$ cat config.mk
export PLATFORM = sky130hd
export DESIGN_NAME = lsu_rmw_master
export DESIGN_NICKNAME = d
export VERILOG_FILES = /design/src/rtl/lsu_rmw_master.sv
export SDC_FILE = /design/constraint.sdc
export NUM_CORES = 1
export LEC_CHECK = 0
export CAP_MARGIN = 20
export CORE_MARGIN = 5
export CORE_UTILIZATION = 50
export CTS_BUF_LIST = sky130_fd_sc_hd__clkbuf_8 sky130_fd_sc_hd__clkbuf_16
export CTS_CLUSTER_DIAMETER = 80
export DETAILED_ROUTE_END_ITERATION = 8
export GPL_ROUTABILITY_DRIVEN = 0
export PLACE_DENSITY = 0.86
export REMOVE_ABC_BUFFERS = 1
export SLEW_MARGIN = 30
export SYNTH_ARGS = -nofsm -noshare
export SYNTH_HDL_FRONTEND = slang
export SYNTH_SLANG_ARGS = --single-unit
export TNS_END_PERCENT = 30
$ cat constraint.sdc
create_clock -name clk -period 5.5 [get_ports clk]
set_input_delay 1.65 -clock clk [delete_from_list [all_inputs] [get_ports clk]]
set_output_delay 1.65 -clock clk [all_outputs]
set_load 0.03 [all_outputs]
$ cat src/rtl/lsu_rmw_master.sv
// lsu_rmw_master: load/store master between the CPU datapath and a
// 1024 x 32-bit word memory. Sub-word stores use read-modify-write, and
// sub-word loads are extracted and extended. Misaligned or illegal accesses
// return an error without touching memory.
// Optional feature macro: LSU_HALFWORD_EN enables lh/lhu/sh. Without it,
// those op codes are illegal and the halfword datapath is not built.
module lsu_rmw_master (
  input  logic        clk,
  input  logic        rst,
  input  logic        req_valid,
  output logic        req_ready,
  input  logic [2:0]  req_op,
  input  logic [11:0] req_addr,
  input  logic [31:0] req_wdata,
  output logic        resp_valid,
  output logic [31:0] resp_rdata,
  output logic        resp_err,
  output logic [9:0]  mem_addr,
  output logic        mem_we,
  output logic [31:0] mem_wdata,
  input  logic [31:0] mem_rdata
);

  localparam logic [2:0] OP_LW  = 3'b000;
  localparam logic [2:0] OP_LB  = 3'b001;
  localparam logic [2:0] OP_LBU = 3'b010;
  localparam logic [2:0] OP_LH  = 3'b011;
  localparam logic [2:0] OP_LHU = 3'b100;
  localparam logic [2:0] OP_SW  = 3'b101;
  localparam logic [2:0] OP_SB  = 3'b110;
  localparam logic [2:0] OP_SH  = 3'b111;

`ifdef LSU_HALFWORD_EN
  localparam int WDATA_W = 16;
`else
  localparam int WDATA_W = 8;
`endif

  typedef enum logic [2:0] {
    IDLE,
    RD,
    EXT,
    WR,
    RESP
  } state_t;

  state_t             state;
  logic [2:0]         op_q;
  logic [1:0]         offset_q;
  logic [WDATA_W-1:0] wdata_q;

  logic        req_illegal;
  logic        req_misaligned;
  logic        req_err;
  logic        op_is_store;
  logic [7:0]  sel_byte;
  logic [31:0] load_result;
  logic [31:0] merged_word;
`ifdef LSU_HALFWORD_EN
  logic [15:0] sel_half;
`endif

  // The only stores that pass through EXT are sb and sh (op codes 110/111).
  assign op_is_store = op_q[2] & (op_q[1] | op_q[0]);

  // Classify the incoming request as illegal or misaligned before accepting it
  always_comb begin
    req_illegal    = 1'b0;
    req_misaligned = 1'b0;
    case (req_op)
      OP_LW, OP_SW: req_misaligned = (req_addr[1:0] != 2'b00);
`ifdef LSU_HALFWORD_EN
      OP_LH, OP_LHU, OP_SH: req_misaligned = req_addr[0];
`else
      OP_LH, OP_LHU, OP_SH: req_illegal = 1'b1;
`endif
      default: req_misaligned = 1'b0;
    endcase
    req_err = req_illegal | req_misaligned;
  end

  // Pick the addressed lanes out of the read word, then build the load result and the merged store word
  always_comb begin
    case (offset_q)
      2'd0:    sel_byte = mem_rdata[7:0];
      2'd1:    sel_byte = mem_rdata[15:8];
      2'd2:    sel_byte = mem_rdata[23:16];
      default: sel_byte = mem_rdata[31:24];
    endcase
`ifdef LSU_HALFWORD_EN
    sel_half = offset_q[1] ? mem_rdata[31:16] : mem_rdata[15:0];
`endif
    load_result = 32'h0;
    merged_word = mem_rdata;
    case (op_q)
      OP_LW:  load_result = mem_rdata;
      OP_LB:  load_result = {{24{sel_byte[7]}}, sel_byte};
      OP_LBU: load_result = {24'h0, sel_byte};
`ifdef LSU_HALFWORD_EN
      OP_LH:  load_result = {{16{sel_half[15]}}, sel_half};
      OP_LHU: load_result = {16'h0, sel_half};
      OP_SH: begin
        if (offset_q[1]) merged_word[31:16] = wdata_q[15:0];
        else             merged_word[15:0]  = wdata_q[15:0];
      end
`endif
      OP_SB: begin
        case (offset_q)
          2'd0:    merged_word[7:0]   = wdata_q[7:0];
          2'd1:    merged_word[15:8]  = wdata_q[7:0];
          2'd2:    merged_word[23:16] = wdata_q[7:0];
          default: merged_word[31:24] = wdata_q[7:0];
        endcase
      end
      default: load_result = 32'h0;
    endcase
  end

  // Request sequencer; every output is registered and set on the transition into the state that owns it
  always_ff @(posedge clk or posedge rst) begin
    if (rst) begin
      state      <= IDLE;
      req_ready  <= 1'b1;
      resp_valid <= 1'b0;
      resp_err   <= 1'b0;
      resp_rdata <= 32'h0;
      mem_we     <= 1'b0;
      mem_addr   <= 10'h0;
      mem_wdata  <= 32'h0;
      op_q       <= OP_LW;
      offset_q   <= 2'b00;
      wdata_q    <= '0;
    end else begin
      case (state)
        IDLE: begin
          if (req_valid) begin
            op_q      <= req_op;
            offset_q  <= req_addr[1:0];
            wdata_q   <= req_wdata[WDATA_W-1:0];
            req_ready <= 1'b0;
            if (req_err) begin
              resp_valid <= 1'b1;
              resp_err   <= 1'b1;
              resp_rdata <= 32'h0;
              state      <= RESP;
            end else begin
              mem_addr <= req_addr[11:2];
              if (req_op == OP_SW) begin
                mem_we    <= 1'b1;
                mem_wdata <= req_wdata;
                state     <= WR;
              end else begin
                state <= RD;
              end
            end
          end
        end
        RD: begin
          state <= EXT;
        end
        EXT: begin
          if (op_is_store) begin
            mem_we    <= 1'b1;
            mem_wdata <= merged_word;
            state     <= WR;
          end else begin
            resp_rdata <= load_result;
            resp_err   <= 1'b0;
            resp_valid <= 1'b1;
            state      <= RESP;
          end
        end
        WR: begin
          mem_we     <= 1'b0;
          resp_rdata <= 32'h0;
          resp_err   <= 1'b0;
          resp_valid <= 1'b1;
          state      <= RESP;
        end
        RESP: begin
          resp_valid <= 1'b0;
          resp_err   <= 1'b0;
          resp_rdata <= 32'h0;
          req_ready  <= 1'b1;
          state      <= IDLE;
        end
        default: begin
          state <= IDLE;
        end
      endcase
    end
  end

endmodule

== Word level (Yosys, flattened, before mapping) ==
Index checks and enable logic that the tools add are counted.

* Add/sub/neg operators: 0
* $mul: 0
* Div/mod/pow operators: 0
* Magnitude comparators: 0
* Eq/ne operators: 19
* Shift operators: 0
* Mux-type cells: 36
* Bitwise logic cells: 4
* Reductions and logical operators: 21

{| class="wikitable"
|+ Operators by type and width
! kind !! count
|-
| two-way mux 32 bit || 8
|-
| one-hot mux 32 bit (3 select lines) || 2
|-
| one-hot mux 32 bit (2 select lines) || 1
|-
| two-way mux 8 bit || 4
|-
| one-hot mux 8 bit (3 select lines) || 1
|-
| == test 3 bit (second input constant) || 5
|-
| == test 3 x 2 -> 1 bit (second input constant) || 4
|-
| inequality test 2 bit (second input constant) || 6
|-
| one-hot mux 3 bit (4 select lines) || 1
|-
| two-way mux 1 bit || 11
|-
| AND reduction 5 bit || 2
|-
| zero test 3 bit || 3
|-
| two-way mux 3 bit || 3
|-
| AND reduction 4 bit || 2
|-
| == test 3 x 1 -> 1 bit (second input constant) || 2
|-
| one-hot mux 1 bit (3 select lines) || 2
|-
| nonzero test 2 bit || 3
|-
| nonzero test 3 bit || 2
|-
| OR reduction 3 bit || 2
|-
| one-hot mux 1 bit (4 select lines) || 1
|-
| AND reduction 2 bit || 2
|-
| nonzero test 4 bit || 1
|-
| OR reduction 2 bit || 2
|-
| AND reduction 3 bit || 1
|-
| other kinds (8) || 9
|}

* Bits in registers: 94
* Bits in latches: 0
* Bits in writable memories: 0
* Bits in read-only memories: 0
* Output and inout port bits: 78
* Memories: 0

== Depth between registers and ports, before layout ==
* Depth in word-level cells: 7
* Depth in mapped cells: 7
* Gate-level depth less buffers: 4

== Worst setup path after synthesis ==
No wires, ideal clock.

* Path type: input-to-reg
* From: in req_valid
* To: reg mem_addr[0]
* Setup time: 0.125 ns
* Arrival: 2.797 ns
* Data required time: 5.375 ns
* Slack: 2.578 ns
* Stages: 6
* Buffers on the path: 2
* Cell sequence: nor3b_2 > and2_1 > buf_6 > nor2b_2 > buf_4 > mux2_2

* Cells in the longest elaborated chain, start to end: 1

{| class="wikitable"
|+ RTL lines
! what !! RTL line !! source
|-
| start: declaration || 10 || <nowiki>input logic req_valid,</nowiki>
|-
| AND reduction 3 bit (no source line) || n/a ||
|-
| end signal: assignment || 147 || <nowiki>mem_addr <= req_addr[11:2];</nowiki>
|-
| end: declaration || 18 || <nowiki>output logic [9:0] mem_addr,</nowiki>
|}

Every way passes these cells.
A chain may end at the register's enable or synchronous reset.

== Worst setup path in the final report ==
* From: in req_valid
* To: reg mem_addr[4]

The elaborated chain is that of the path after synthesis.

==> impl_results.md <==
* Synth Cell Area at 4900 um^2
* Initial antenna violation count at 0
* Outcome: finished, final reports clean
* PnR Total Power at 3.44 mW
* First-pass GRT wire length at 22800 um
* Post-synth ARST share at 100%
* Area leader, netlist: dfrtp_1
* IO buf count at 159
* Num rows at 36
* Post-CTS setup buffer count at 0
* Slowest CP cell: and2_1
* Critical Path Source Type: primary input
* Vias in the first global route at 4395
* Via/cell ratio at 5.92
* Hold Crit Class: flip-flop to flip-flop
* Reg-to-reg startpoint: state[1]
* Ranking of synthesized cells by area: dfrtp_1 47%, mux2_2 7.3%, mux2_1 5.1%
* H-tree depth at 3
* Final ANT Viol Nets at 0
* Worst setup EP type: flip-flop
* Top-area cell type share of the netlist area at 47.5%
* Cells along the critical path: clkdlybuf4s50_1, nor3b_2, and2_1, nor2b_2, mux2_2
* Area delta synth->final at 35.8%
* Yosys warnings at 0
* DRC at 0
* IO Count at 160
* Overflow after GRT at 0
* R2R depth at 5
* Number of flops mapped to enable cells by yosys at 0
* Cell Pwr Density at 517 nW/um^2
* Relative slew slack at 43.8%
* Setup TNS at 0 ns
* Critical Path RT at 5.75 ns
* Largest stage delay, worst path at 0.66 ns
* Switching power at 1.51 mW
* CP Class: primary input to flip-flop
* Register share of total power at 34.3%
* Primary FF master, synth: dfrtp_1
* Max Freq at 260 MHz
* CP max FO at 15
* CTS Sinks at 94
* Post-Syn Area per Cell at 10.7 um^2
* Initial DRC count at 255
* Worst-Margin Slew at 0.843 ns
* GRT Util Overall at 25.0%
* RSZ-0062 raised after global routing: false
* LEAKAGE at 2.68 nW
* CTS tree: built
* Reg clk slew, reported paths at 0.08 ns
* Clock power frac at 12.9%
* Tcrit/Tclk final at 70.0%
* Vias at 4325
* Core Box Area at 9680 um^2
* Worst reg2reg setup slack at 2.73 ns
* Total Wirelength at 14500 um
* Final min period at 3.85 ns
* Detailed Routing Iterations Pass 1 at 6
* Initial core utilization at 50.6%
* #FFs+latches synth at 94
* Critical R2R Capture: resp_rdata[8]
* Layout fillers at 748
* Critical Path End: mem_addr[4]
* Clk_skew at 0.00800 ns
* Maximum root-to-sink buffer count at 2
* Sequential Area at 2350 um^2
* Switching Share at 43.9%
* Largest net degree at the start of global routing at 68
* Register area share after synthesis at 48.0%
* Logic pwr share at 52.8%
* Most frequent cell after synthesis: dfrtp_1
* Area of the multi-input gates at 2300 um^2
* Antenna cells at 0
* Layout cells sized above 1 at 12.9%
* CP arrival at 4.10 ns
* Setup Viol. Count Final at 0
* DP HPWL at 10600 um
* Wire per inst at 19.8 um
* Die height at 109 um
* Die Wd at 109 um
* Root Buffer: clkbuf_8
* Nets at 674
* Max-slew violations at 0
* VDD IR max at 289 uV
* Mapped Cells at 458
* Internal power at 1.93 mW
* Cts hold-fix bufs at 0
* Synth unique cells at 45
* Worst-Skew Late Latency at 0.36 ns
* Post-synth top cells: 93 x dfrtp_1, 40 x o21ai_0, 37 x nor2_1
* Num CTS Buffers at 9
* Crit path from: req_valid
* Maximum Capacitance Violations at 0
* Final Hold Violating Endpoints at 0
* Post-CTS Resized at 0
* Die ar. at 11900 um^2
## registers in the layout (all words and copies together), names as in the netlist
register    flops
op_q            3
state           3
wdata_q         8
mem_wdata      32
resp_valid      1
req_ready       1
mem_we          1
offset_q        2
resp_err        1
resp_rdata     32
mem_addr       10
## critical path, delay by kind of cell
family | cells | cell delay [ns]
buf+inv | 1 | 0.48
mux | 1 | 0.40
simple gates | 3 | 1.57
## how the worst min path moves through the flow
stage / startpoint / endpoint / slack [ns] / cells after the start
after floorplan: state[2] / mem_we / 0.52 / 2
after global placement: resp_rdata[27] / resp_rdata[27] / 0.47 / 1
after detailed placement: resp_rdata[26] / resp_rdata[26] / 0.47 / 1
after CTS: req_ready / req_ready / 0.50 / 2
after global routing: req_ready / req_ready / 0.51 / 2
final: req_ready / req_ready / 0.49 / 2
## cell usage in the layout (no fill, tap or decap), types with 2 or more instances in the layout
cell	n
mux4_2	8
a21oi_1	25
o21ai_0	40
clkbuf_8	10
nor2b_1	4
a22o_1	3
nor2_1	36
nor3b_1	2
nand3_1	33
a211oi_4	2
mux2_1	22
buf_4	5
o2bb2ai_1	24
clkdlybuf4s50_1	159
a31oi_1	32
o211a_1	2
mux2_2	32
dfrtp_1	93
o21ai_1	2
nand2_1	21
inv_1	10
a22o_2	5
nor3b_2	2
and2_1	2
## power groups by stage
| stage | registers (mW) | logic [mW] | clock network (mW) |
|---|---|---|---|
| after floorplan | 1.53 | 0.731 | 0 |
| after global placement | 1.18 | 1.78 | 0 |
| after detailed placement | 1.19 | 1.82 | 0 |
| after CTS | 1.18 | 1.82 | 0.454 |
| after global routing | 1.22 | 1.95 | 0.478 |
| final | 1.18 | 1.82 | 0.444 |
## area by class of cell
cell class,instances,area share [%]
Multi-Input combinational cell,316,34.5
Timing Repair Buffer,164,24.5
Inverter,7,0.432
Sequential cell,94,35.3
Clock inverter,6,0.733
Clock buffer,10,2.07
Tap cell,133,2.50
## through the flow
| step | instances | cell area [um^2] | hold slack, ns | setup slack, ns | util, % |
|---|---|---|---|---|---|
| 2_1_floorplan | 417 | 4660 | 0.524 | 0.365 | - |
| 4_1_cts | 730 | 6660 | 0.496 | 1.64 | 68.8 |
| 5_1_grt | 730 | 6660 | 0.508 | 1.54 | 68.8 |
| 3_3_place_gp | 714 | 6470 | 0.473 | 1.35 | 66.8 |
| 6_report | 730 | 6660 | 0.489 | 1.65 | 68.8 |
| 3_5_place_dp | 714 | 6470 | 0.475 | 1.24 | 66.8 |
## metal layers
layer	up-vias	global-route usage (%)	part of all wire [%]
li1	1948	-	-
met4	0	13.3	3.6
met1	2083	31.9	39
met2	252	39.0	48
met3	42	6.81	9.5
met5	-	0	0
## logic make-up after synthesis
kind of cell	Yosys count	synth area share [%]
DFF	94	48.0
buffers and inverters	48	5.43
and+or+nand+nor	113	11.2
muxes	63	16.3
AOI/OAI and AO/OA	140	19.1
No activity file was read; power rests on OpenSTA's default activity.
